**src/rtl/alu_accum_unit.sv**
```systemverilog
// ADD/SUB/MUL/MAC operator block with accumulator, sticky overflow and valid/ready handshakes.
// Define ALU_FAST_MUL_EN for a single-cycle multiplier; the default build uses an iterative shift-add.
module alu_accum_unit #(
  parameter int W     = 16,
  parameter int HALF  = W / 2,
  parameter int CNT_W = $clog2(HALF) + 1
) (
  input  logic            clk,
  input  logic            rst,
  input  logic            in_valid,
  output logic            in_ready,
  input  logic [2:0]      op,
  input  logic [HALF-1:0] a,
  input  logic [HALF-1:0] b,
  output logic [W-1:0]    res,
  output logic            res_valid,
  input  logic            res_ready,
  output logic            ovf,
  output logic            err
);

  localparam logic [2:0] OP_CLR   = 3'd0;
  localparam logic [2:0] OP_ADD   = 3'd1;
  localparam logic [2:0] OP_SUB   = 3'd2;
  localparam logic [2:0] OP_MUL   = 3'd3;
  localparam logic [2:0] OP_MAC   = 3'd4;
  localparam logic [2:0] OP_RDACC = 3'd5;

  typedef enum logic [1:0] {
    IDLE = 2'd0,
    MULT = 2'd1,
    DONE = 2'd2
  } state_t;

  // Sum with carry-out; the carry is the MAC overflow indication.
  function automatic logic [W:0] add_carry(input logic [W-1:0] x, input logic [W-1:0] y);
    return {1'b0, x} + {1'b0, y};
  endfunction

  state_t         state_r, state_nxt;
  logic [W-1:0]   res_r, res_nxt;
  logic           res_valid_r, res_valid_nxt;
  logic           in_ready_r, in_ready_nxt;
  logic [W-1:0]   acc_r, acc_nxt;
  logic           ovf_r, ovf_nxt;
  logic           err_r, err_nxt;

  logic [W-1:0]   a_ext_s;
  logic [W-1:0]   b_ext_s;
  logic [W-1:0]   mul_prod_s;
  logic [W:0]     mac_sum_s;

  assign a_ext_s = {{(W-HALF){1'b0}}, a};
  assign b_ext_s = {{(W-HALF){1'b0}}, b};

`ifdef ALU_FAST_MUL_EN
  assign mul_prod_s = a_ext_s * b_ext_s;
`else
  localparam logic [CNT_W-1:0] CNT_LAST = CNT_W'(HALF - 1);

  logic [2:0]      op_r, op_nxt;
  logic [W-1:0]    mcand_r, mcand_nxt;
  logic [HALF-1:0] mplier_r, mplier_nxt;
  logic [W-1:0]    prod_r, prod_nxt;
  logic [CNT_W-1:0] cnt_r, cnt_nxt;
  logic [W-1:0]    step_s;

  // One shift-add step: partial product plus the shifted multiplicand when the current bit is set.
  assign step_s     = prod_r + (mplier_r[0] ? mcand_r : {W{1'b0}});
  assign mul_prod_s = step_s;
`endif

  assign mac_sum_s = add_carry(acc_r, mul_prod_s);

  // Next-state and next-output logic for the IDLE/MULT/DONE controller.
  always_comb begin
    state_nxt     = state_r;
    res_nxt       = res_r;
    res_valid_nxt = res_valid_r;
    in_ready_nxt  = in_ready_r;
    acc_nxt       = acc_r;
    ovf_nxt       = ovf_r;
    err_nxt       = err_r;
`ifndef ALU_FAST_MUL_EN
    op_nxt        = op_r;
    mcand_nxt     = mcand_r;
    mplier_nxt    = mplier_r;
    prod_nxt      = prod_r;
    cnt_nxt       = cnt_r;
`endif
    case (state_r)
      IDLE: begin
        if (in_valid) begin
          in_ready_nxt  = 1'b0;
          err_nxt       = 1'b0;
          state_nxt     = DONE;
          res_valid_nxt = 1'b1;
          case (op)
            OP_CLR: begin
              res_nxt = {W{1'b0}};
              acc_nxt = {W{1'b0}};
              ovf_nxt = 1'b0;
            end
            OP_ADD:   res_nxt = a_ext_s + b_ext_s;
            OP_SUB:   res_nxt = a_ext_s - b_ext_s;
            OP_RDACC: res_nxt = acc_r;
`ifdef ALU_FAST_MUL_EN
            OP_MUL:   res_nxt = mul_prod_s;
            OP_MAC: begin
              res_nxt = mac_sum_s[W-1:0];
              acc_nxt = mac_sum_s[W-1:0];
              ovf_nxt = ovf_r | mac_sum_s[W];
            end
`else
            OP_MUL, OP_MAC: begin
              state_nxt     = MULT;
              res_valid_nxt = 1'b0;
              op_nxt        = op;
              mcand_nxt     = a_ext_s;
              mplier_nxt    = b;
              prod_nxt      = {W{1'b0}};
              cnt_nxt       = {CNT_W{1'b0}};
            end
`endif
            default: begin
              res_nxt = {W{1'b0}};
              err_nxt = 1'b1;
            end
          endcase
        end else begin
          in_ready_nxt = 1'b1;
        end
      end
`ifdef ALU_FAST_MUL_EN
      MULT: begin
        state_nxt    = IDLE;
        in_ready_nxt = 1'b1;
      end
`else
      MULT: begin
        prod_nxt   = step_s;
        mcand_nxt  = {mcand_r[W-2:0], 1'b0};
        mplier_nxt = {1'b0, mplier_r[HALF-1:1]};
        cnt_nxt    = cnt_r + CNT_W'(1);
        if (cnt_r == CNT_LAST) begin
          state_nxt     = DONE;
          res_valid_nxt = 1'b1;
          if (op_r == OP_MAC) begin
            res_nxt = mac_sum_s[W-1:0];
            acc_nxt = mac_sum_s[W-1:0];
            ovf_nxt = ovf_r | mac_sum_s[W];
          end else begin
            res_nxt = step_s;
          end
        end else begin
          state_nxt = MULT;
        end
      end
`endif
      DONE: begin
        if (res_ready) begin
          state_nxt     = IDLE;
          res_valid_nxt = 1'b0;
          in_ready_nxt  = 1'b1;
        end else begin
          state_nxt     = DONE;
        end
      end
      default: begin
        state_nxt     = IDLE;
        res_valid_nxt = 1'b0;
        in_ready_nxt  = 1'b1;
      end
    endcase
  end

  // Controller, result and accumulator registers.
  always_ff @(posedge clk or posedge rst) begin
    if (rst) begin
      state_r     <= IDLE;
      res_r       <= {W{1'b0}};
      res_valid_r <= 1'b0;
      in_ready_r  <= 1'b1;
      acc_r       <= {W{1'b0}};
      ovf_r       <= 1'b0;
      err_r       <= 1'b0;
    end else begin
      state_r     <= state_nxt;
      res_r       <= res_nxt;
      res_valid_r <= res_valid_nxt;
      in_ready_r  <= in_ready_nxt;
      acc_r       <= acc_nxt;
      ovf_r       <= ovf_nxt;
      err_r       <= err_nxt;
    end
  end

`ifndef ALU_FAST_MUL_EN
  // Iterative multiplier datapath registers.
  always_ff @(posedge clk or posedge rst) begin
    if (rst) begin
      op_r     <= 3'd0;
      mcand_r  <= {W{1'b0}};
      mplier_r <= {HALF{1'b0}};
      prod_r   <= {W{1'b0}};
      cnt_r    <= {CNT_W{1'b0}};
    end else begin
      op_r     <= op_nxt;
      mcand_r  <= mcand_nxt;
      mplier_r <= mplier_nxt;
      prod_r   <= prod_nxt;
      cnt_r    <= cnt_nxt;
    end
  end
`endif

  assign res       = res_r;
  assign res_valid = res_valid_r;
  assign in_ready  = in_ready_r;
  assign ovf       = ovf_r;
  assign err       = err_r;

endmodule

```
**config.mk**
```make
export PLATFORM = sky130hd
export DESIGN_NAME = alu_accum_unit
export DESIGN_NICKNAME = d
export VERILOG_FILES = /design/src/rtl/alu_accum_unit.sv
export SDC_FILE = /design/constraint.sdc
export NUM_CORES = 1
export LEC_CHECK = 0
export BUFFER_PORTS_ARGS = -buffer_cell sky130_fd_sc_hd__buf_4
export CAP_MARGIN = 25
export CORE_UTILIZATION = 32
export CTS_BUF_LIST = sky130_fd_sc_hd__clkbuf_4 sky130_fd_sc_hd__clkbuf_8 sky130_fd_sc_hd__clkbuf_16
export CTS_CLUSTER_SIZE = 28
export DETAILED_ROUTE_END_ITERATION = 7
export PLACE_DENSITY_LB_ADDON = 0.2
export SKIP_LAST_GASP = 1
export SLEW_MARGIN = 20
export SYNTH_ARGS = -nofsm -noshare
export SYNTH_HDL_FRONTEND = slang
export SYNTH_SLANG_ARGS = --single-unit
```
**constraint.sdc**
```tcl
create_clock -name clk -period 8.6 [get_ports clk]
set_clock_uncertainty 0.15 [all_clocks]
set_input_delay 1.72 -clock clk [delete_from_list [all_inputs] [get_ports clk]]
set_output_delay 1.72 -clock clk [all_outputs]
set_load 0.005 [all_outputs]
```
After elaboration in Yosys (flattened, before gate mapping)
Cells that the tools add are included.
{"block": "word_totals", "output_inout_bits": 20, "in_bits": 23, "reg_bits": 85, "elab_cells": 89}
{"block": "classes", "eq_ne": 16, "n_addsub": 5, "n_reduce_logical": 12, "muxes": 42, "bitwise": 2}
{"operator": "16-bit two-way mux", "n": 12}
{"operator": "16-bit case mux with 2 select lines", "n": 4}
{"operator": "16-bit case mux with 4 select lines", "n": 1}
{"operator": "16-bit by 16-bit adder with 17-bit output", "n": 1}
{"operator": "16-bit adder", "n": 1}
{"operator": "8-bit two-way mux", "n": 2}
{"operator": "8-bit case mux with 2 select lines", "n": 1}
{"operator": "1-bit two-way mux", "n": 11}
{"operator": "2-bit != test (second input constant)", "n": 5}
{"operator": "8-bit by 8-bit adder with 9-bit output", "n": 1}
{"operator": "3-bit equality test (second input constant)", "n": 3}
{"operator": "3-bit AND reduction", "n": 3}
{"operator": "8-bit by 8-bit subtractor with 9-bit output", "n": 1}
{"operator": "2-bit two-way mux", "n": 4}
{"operator": "4-bit two-way mux", "n": 2}
{"operator": "4-bit case mux with 2 select lines", "n": 1}
{"operator": "3-bit by 2-bit equality test with 1-bit output (second input constant)", "n": 2}
{"operator": "1-bit case mux with 3 select lines", "n": 2}
{"operator": "2-bit case mux with 3 select lines", "n": 1}
{"operator": "6-bit OR reduction", "n": 1}
{"operator": "5-bit AND reduction", "n": 1}
{"operator": "4-bit by 1-bit adder with 4-bit output (second input constant)", "n": 1}
{"operator": "4-bit by 3-bit equality test with 1-bit output (second input constant)", "n": 1}
{"operator": "2-bit by 1-bit != test with 1-bit output (second input constant)", "n": 2}
{"operator": "12 further kinds", "n": 13}

Depth between registers and ports, before layout
Gate-level depths: netlist of run 1.
{"block": "depth", "word_depth": 7, "mapped_depth": 17}

Worst setup path before layout of run 1
No wires, ideal clock.
{"block": "synth_timing", "path_type": "register to register", "from": "register mplier_r[0]", "to": "register res_r[15] (netlist: res[15])", "path_slack_ns": 4.438, "setup_time_ns": 0.126, "required_time_ns": 8.324, "n_path_buf": 1, "arrival_ns": 3.886, "synth_period_minus_slack_ns": 4.162, "path_stages_with_launch": 17, "cell_sequence": "dfrtp_1 -> and2_1 -> ha_1 -> fa_1 -> a211oi_2 -> o21ai_1 -> o2111a_1 -> or2_1 -> xor2_1 -> ha_1 -> clkbuf_1 -> nand4_1 -> o31ai_1 -> o22ai_1 -> xor2_1 -> nor2_1 -> o32a_1"}
{"block": "synth_via", "elab_chain_cells": 6}
{"item": "start, declared", "line": "63", "text": "logic [HALF-1:0] mplier_r, mplier_nxt;"}
{"item": "start signal, assigned", "line": "204", "text": "mplier_r <= {HALF{1'b0}};"}
{"item": "start signal, assigned", "line": "210", "text": "mplier_r <= mplier_nxt;"}
{"item": "16-bit two-way mux *", "line": "69", "text": "assign step_s = prod_r + (mplier_r[0] ? mcand_r : {W{1'b0}});"}
{"item": "16-bit adder *", "line": "69"}
{"item": "16-bit by 16-bit adder with 17-bit output", "line": "37", "text": "return {1'b0, x} + {1'b0, y};"}
{"item": "16-bit two-way mux *", "line": "148", "text": "if (op_r == OP_MAC) begin"}
{"item": "16-bit two-way mux *", "line": "145", "text": "if (cnt_r == CNT_LAST) begin"}
{"item": "16-bit case mux with 2 select lines *", "line": "91", "text": "case (state_r)"}
{"item": "end signal, assigned", "line": "181", "text": "res_r <= {W{1'b0}};"}
{"item": "end signal, assigned", "line": "189", "text": "res_r <= res_nxt;"}
{"item": "end, declared", "line": "41", "text": "logic [W-1:0] res_r, res_nxt;"}
Mark *: on every way between the ends. The rest lies on a longest branch, timed or not. The select of a mux whose other input is x is not followed.
A chain may end at the register's enable or synchronous reset.

Worst setup path in the final report of run 1
Same ends and word-level chain as after synthesis.

==> results of run 1 <==
through the flow:
stage	std cells	area, µm²	worst slack [ps]
final	954	6950	3770
after detailed placement	938	6650	3850
after CTS	954	6950	3820
after global routing	954	6950	3500
after floorplan	688	6130	4440
after global placement	938	6650	3970
worst max path at each step:
stage                      from       to  slack [ps]
detailed placement  mplier_r[0]  res[15]        3850
global placement    mplier_r[0]  res[15]        3970
global route        mplier_r[0]  res[15]        3500
finish              mplier_r[0]  res[15]        3770
CTS                 mplier_r[0]  res[15]        3820
floorplan           mplier_r[0]  res[15]        4440
final cells by class:
type	count	area [µm²]
clock buffers	12	254
clock inverters	4	47.5
fillers	1901	11800
inverters	42	159
multi-input cells	528	3700
flip-flops and latches	85	2130
well taps	234	293
repair buffers	49	368
cell usage in the layout (no fill, tap or decap), types with 6 or more instances in the layout:
cell type,instances
nand2_1,69
o31ai_1,6
nor3_1,8
o211ai_1,6
o21ai_0,44
nor2_1,44
a22o_1,34
o21a_1,8
a21o_1,10
nor2b_1,8
xor2_1,10
ha_1,50
nand3_1,12
o22ai_1,7
buf_4,49
nand2b_1,9
xnor2_1,21
and2_1,16
a211oi_1,6
a222oi_1,14
inv_1,40
clkbuf_16,9
dfrtp_1,84
a21oi_1,46
a31oi_1,12
routing by layer:
layer / up-vias / wire [µm]
li1: 2594 / -
met1: 2635 / 8490
met4: 0 / 446
met2: 154 / 8130
met5: - / 0
met3: 26 / 890
cells in the mapped netlist (all sizes together), types with 9 or more instances:
library cell and number:
a21o 10, a21oi 46, a222oi 14, a22o 34, a31oi 12, and2 16, clkbuf 25, dfrtp 84
ha 50, inv 42, nand2 70, nand2b 9, nand3 12, nor2 45, nor2b 9, nor3 9
o21ai 48, xnor2 21, xor2 10
state kept, by name, summed over array words and instances, names as in the netlist:
signal	flops
cnt_r	4
acc_r	16
ovf	1
res	16
prod_r	16
res_valid	1
mcand_r	16
mplier_r	8
err	1
state_r	2
op_r	3
in_ready	1
power by group:
part           switching [W]  total [W]  internal, W
Combinational       0.000445   0.000754     0.000309
Clock               0.000170   0.000409     0.000239
Sequential         0.0000945   0.000615     0.000521
cells by family (layout without fill, tap and decap cells):
group / Yosys count / after routing / synth area share
AOI/OAI and AO/OA: 241 / 241 / 0.282
and+or+nand+nor: 197 / 197 / 0.153
DFF: 85 / 85 / 0.347
buffers and inverters: 75 / 107 / 0.0498
adders and majority gates: 54 / 54 / 0.115
xor gates and xnor gates: 31 / 31 / 0.0443
muxes: 5 / 5 / 0.00858
worst max-delay path, cell delays in order, from the launching register on:
cell and delay [ps]:
dfrtp_1 540, and2_1 230, ha_1 210, fa_1 460, a211oi_2 210, o21ai_1 140
o2111a_1 290, or2_1 280, xor2_1 200, ha_1 490, nand4_1 130, o31ai_1 610
o22ai_1 180, xor2_1 230, nor2_1 80, o32a_1 280
==> metrics.md, run 1 <==
| Metric | Value |
|---|---|
| Status | finished, final reports clean |
| Number of synthesized flops with an enable pin | 0 |
| WHS Endpoint | err |
| Num CTS Buffers | 9 |
| RD Place Congestion | 0.886 |
| Chip height | 140 µm |
| Synthesis-stage register bit count | 85 |
| Max VDD drop | between 0.1 and 0.15 mV |
| Register area share after synthesis | 0.347 |
| Die area | 19,700 µm² |
| Root Buffer | clkbuf_16 |
| Post-DR wirelength/cell | 18.8 µm |
| Most used flip-flop cell after synthesis | dfrtp_1 |
| CTS clk-pin slew, worst paths | 60 ps |
| Final hold viol count | 0 |
| CP Class | flip-flop to flip-flop |
| Antenna diodes | 0 |
| Endpoints failing setup | 0 |
| First-pass GRT wire length | 28.7 mm |
| Remaining routing DRC violations | 0 |
| Total design power | ~0.0018 W |
| Clock tree sinks | 85 |
| Average cell area after synthesis | 8.90 µm² |
| Number of placement rows | 50 |
| RSZ-0062 raised after global routing | no |
| YS warnings | 0 |
| Layout net count | 792 |
| Actual slew at the worst max-slew pin | 1030 ps |
| Sum Neg Setup Slack | 0 ps |
| CP Capture Type | flip-flop |
| Global routing usage on met2 | 0.298 |
| Register-to-register setup slack | about 3800 ps |
| DRT Wirelength | 18.0 mm |
| Core footprint | 18,700 µm² |
| Most Crowded Layer GR | met2 |
| Initial Utilization | 0.327 |
| Total congestion overflow | 0 |
| Lkg Pwr | 3.29 nW |
| Post-layout util | 0.372 |
| Post-CTS setup buffers | 0 |
| CTS Hold Bufs | 0 |
| Max cap viols | 0 |
| 1st-pass router iterations | 5 |
| Hold Path Origin | err |
| Tot GR Track Use | 0.189 |
| CTS H-Tree Depth | 3 |
| Yosys cell types | 72 |
| Async set-or-reset flop fraction in the synthesized netlist | 1.00 |
| Hold Crit Class | flip-flop to flip-flop |
| Worst hold path depth | 2 |
| Synth top area cells | dfrtp_1 34%, ha_1 10%, a22o_1 4.9%, nand2_1 4.2%, a21oi_1 3.8% |
| DR iter-0 viols | 400 |
| I/O Pins | 43 |
| Critical path startpoint category | flip-flop |
| Critical Path AT | approximately 5000 ps |
| WP data required | ~8700 ps |
| Clk_lat worst skew | 350 ps |
| Largest buffer count on any clock path | 2 |
| Vias/cell | 5.67 |
| Slew Limit Fails | 0 |
| FF-to-FF End | res[15] |
| HPWL after DPL | 13.5 mm |
| Syn-to-layout area delta | 13.5% |
| Die width | 140 µm |
| Met3 Usage GRT | 0.0356 |
| Pin count of the biggest net entering global routing | 52 |
| Area leader, netlist | dfrtp_1 |
| Vias | 5,409 |
| CP max FO | 17 |
| Worst hold slack | 334 ps |
| Buffers added on ports | 42 |
| Post-synthesis instance area | 6130 µm² |
| Tmin final | 4830 ps |
| Initial antenna violation count | 0 |
| FF-to-FF Start | mplier_r[0] |
| Post-Syn Instances | between 600 and 700 |
| Post-CTS Resized | 0 |
| Syn Nets | 765 |
| CTS tree | yes |
| GR Util met1 | 0.254 |
| Vias in the first global route | 5,225 |
| Cell Pwr Density | 256 nW/µm² |
| Reg2Reg Depth | 15 |
| Fraction of final layout cells sized beyond drive strength 1 | 0.118 |
| Fmax | 207 MHz |
| ANT nets after route | 0 |
| Yosys top cell area share | 0.343 |
| Final worst path period share | 0.562 |
| Worst rel slew slack | 0.309 |
Note: power is estimated with default switching activity, not from simulation.
==> run 2, diff against run 1 <==
==> constraint.sdc (replaced) <==
create_clock -name clk -period 4.5 [get_ports clk]
set_clock_uncertainty 0.15 [all_clocks]
set_input_delay 0.9 -clock clk [delete_from_list [all_inputs] [get_ports clk]]
set_output_delay 0.9 -clock clk [all_outputs]
set_load 0.005 [all_outputs]
==> run 2 against run 1 <==
Against the previous run: combinational power rose by 110%; wire length up 6.9%; clock-buffer cell count is 1 lower; largest cell class unchanged; sequential cell count unchanged; first-iteration DRC count is 2.3% higher; hold slack better by 4.6 ps.
==> metrics.md, run 2 (synthesis results as in run 1) <==
| Metric | Value |
|---|---|
| Status | finished, final reports clean (unchanged) |
| Layout net count | 809 (was 792) |
| Die width | 140 µm (unchanged) |
| CP Class | flip-flop to flip-flop (unchanged) |
| Num CTS Buffers | 9 (unchanged) |
| Antenna diodes | 0 (unchanged) |
| Worst hold path depth | 2 (unchanged) |
| Total congestion overflow | 0 (unchanged) |
| CTS H-Tree Depth | 3 (unchanged) |
| Endpoints failing setup | 0 (unchanged) |
| Largest buffer count on any clock path | 2 (unchanged) |
| CTS clk-pin slew, worst paths | 60 ps (about the same) |
| Tot GR Track Use | 0.204 (was 0.189) |
| Fmax | 233 MHz (was 207 MHz) |
| Reg2Reg Depth | 17 (was 15) |
| Initial Utilization | 0.327 (unchanged) |
| Vias in the first global route | 5,417 (was 5,225) |
| CP Capture Type | flip-flop (unchanged) |
| Final worst path period share | 0.952 (was 0.562) |
| RD Place Congestion | 0.914 (was 0.886) |
| Lkg Pwr | 3.37 nW (was 3.29 nW) |
| Worst rel slew slack | 0.332 (was 0.309) |
| Worst hold slack | 339 ps (was 334 ps) |
| Pin count of the biggest net entering global routing | 52 (unchanged) |
| HPWL after DPL | 14.4 mm (was 13.5 mm) |
| Root Buffer | clkbuf_16 (unchanged) |
| Remaining routing DRC violations | 0 (unchanged) |
| Core footprint | 18,700 µm² (unchanged) |
| Critical path startpoint category | flip-flop (unchanged) |
| Hold Crit Class | flip-flop to flip-flop (unchanged) |
| Number of placement rows | 50 (unchanged) |
| Syn-to-layout area delta | 15.5% (was 13.5%) |
| CTS tree | yes (unchanged) |
| Vias/cell | 5.67 (about the same) |
| Actual slew at the worst max-slew pin | 998 ps (was 1030 ps) |
| Max VDD drop | 0.226 mV (was 0.116 mV) |
| 1st-pass router iterations | 7 (was 5) |
| Post-DR wirelength/cell | 19.8 µm (was 18.8 µm) |
| Most frequent cells in the layout | 84 x dfrtp_1, 69 x nand2_1, 65 x buf_4 (was 84 x dfrtp_1, 69 x nand2_1, 50 x ha_1) |
| Clock tree sinks | 85 (unchanged) |
| Post-layout util | 0.378 (was 0.372) |
| Most common cell after layout, fill and taps aside | dfrtp_1 (unchanged) |
| Clk_lat worst skew | 350 ps (about the same) |
| DR iter-0 viols | 409 (was 400) |
| Tmin final | 4280 ps (was 4830 ps) |
| WP data required | 4590 ps (was 8680 ps) |
| RSZ-0062 raised after global routing | no (unchanged) |
| Total design power | 0.00345 W (was 0.00178 W) |
| Buffers added on ports | 42 (unchanged) |
| Die area | 19,700 µm² (unchanged) |
| CP max FO | 6 (was 17) |
| DRT Wirelength | 19.2 mm (was 18.0 mm) |
| Slew Limit Fails | 0 (unchanged) |
| Fin cells | 971 (was 954) |
| Max cap viols | 0 (unchanged) |
| Vias | 5,508 (was 5,409) |
| I/O Pins | 43 (unchanged) |
| Critical Path AT | 4370 ps (was 4910 ps) |
| Fraction of final layout cells sized beyond drive strength 1 | 0.141 (was 0.118) |
| Sum Neg Setup Slack | 0 ps (unchanged) |
| Final hold viol count | 0 (unchanged) |
| Post-Place Cells | 952 (was 938) |
| ANT nets after route | 0 (unchanged) |
| Initial antenna violation count | 0 (unchanged) |
| Cell Pwr Density | 488 nW/µm² (was 256 nW/µm²) |
| Chip height | 140 µm (unchanged) |
| First-pass GRT wire length | 30.3 mm (was 28.7 mm) |
[run 2: cell count changes in the layout (fill, tap and decap cells not counted), sizes merged]
| cell | delta |
|---|---|
| buf | +17 |
| clkinv | +2 |
| clkbuf | -1 |
| inv | +1 |
| bufinv | -1 |
| clkinvlp | -1 |
[run 2: final timing paths]
path	startpoint	to	slack (ps)
min in group asynchronous	rst	mcand_r[13]	480
hold / removal	err	err	340
setup reg to reg	mcand_r[0]	res[15]	220
setup / recovery	mcand_r[0]	res[15]	220
max in group asynchronous	rst	res[5]	2600
hold reg to reg	err	err	340
[run 2: cell type report]
cell class	instances	area, µm²
Tap cell	234	293
Inverter	42	159
Clock buffer	11	246
Multi-Input combinational cell	528	3710
Sequential cell	85	2130
Fill cell	1886	11600
Clock inverter	5	36.3
Timing Repair Buffer	66	499
[run 2: report_power, final]
group          internal (W)  leakage, nW  switching (W)
clock              0.000398        0.143       0.000337
combinational      0.000654         2.11       0.000893
sequential         0.000995         1.12       0.000175
[run 2: through the flow]
stage	area [µm²]	setup slack, ps
after floorplan	6130	338
after global placement	6760	336
after global routing	7080	2.55
after CTS	7040	200
after detailed placement	6760	240
final	7080	217
[run 2: critical path: stages, from the launching register on]
cell	delay, ps
dfrtp_1	400
and2_1	160
ha_1	220
fa_1	450
a211oi_2	220
o21ai_1	150
o2111a_1	290
or2_1	290
xor2_2	190
ha_2	340
buf_4	170
a31oi_1	170
o31ai_1	110
buf_4	160
o22ai_1	140
xor2_1	210
nor2_1	70
o32a_1	280
[run 2: layer usage]
layer / routed length [µm] / global-route usage / vias up
met5: 0 / 0 / -
met4: 761 / 0.109 / 0
met3: 655 / 0.0260 / 41
met2: 8880 / 0.327 / 156
met1: 8900 / 0.268 / 2693
li1: - / - / 2618
[run 2: repair_timing]
item,4_1_cts,5_1_grt
resized for setup,0,4
endpoints found under the setup margin,0,3
hold buffers,0,0
setup buffers,0,2
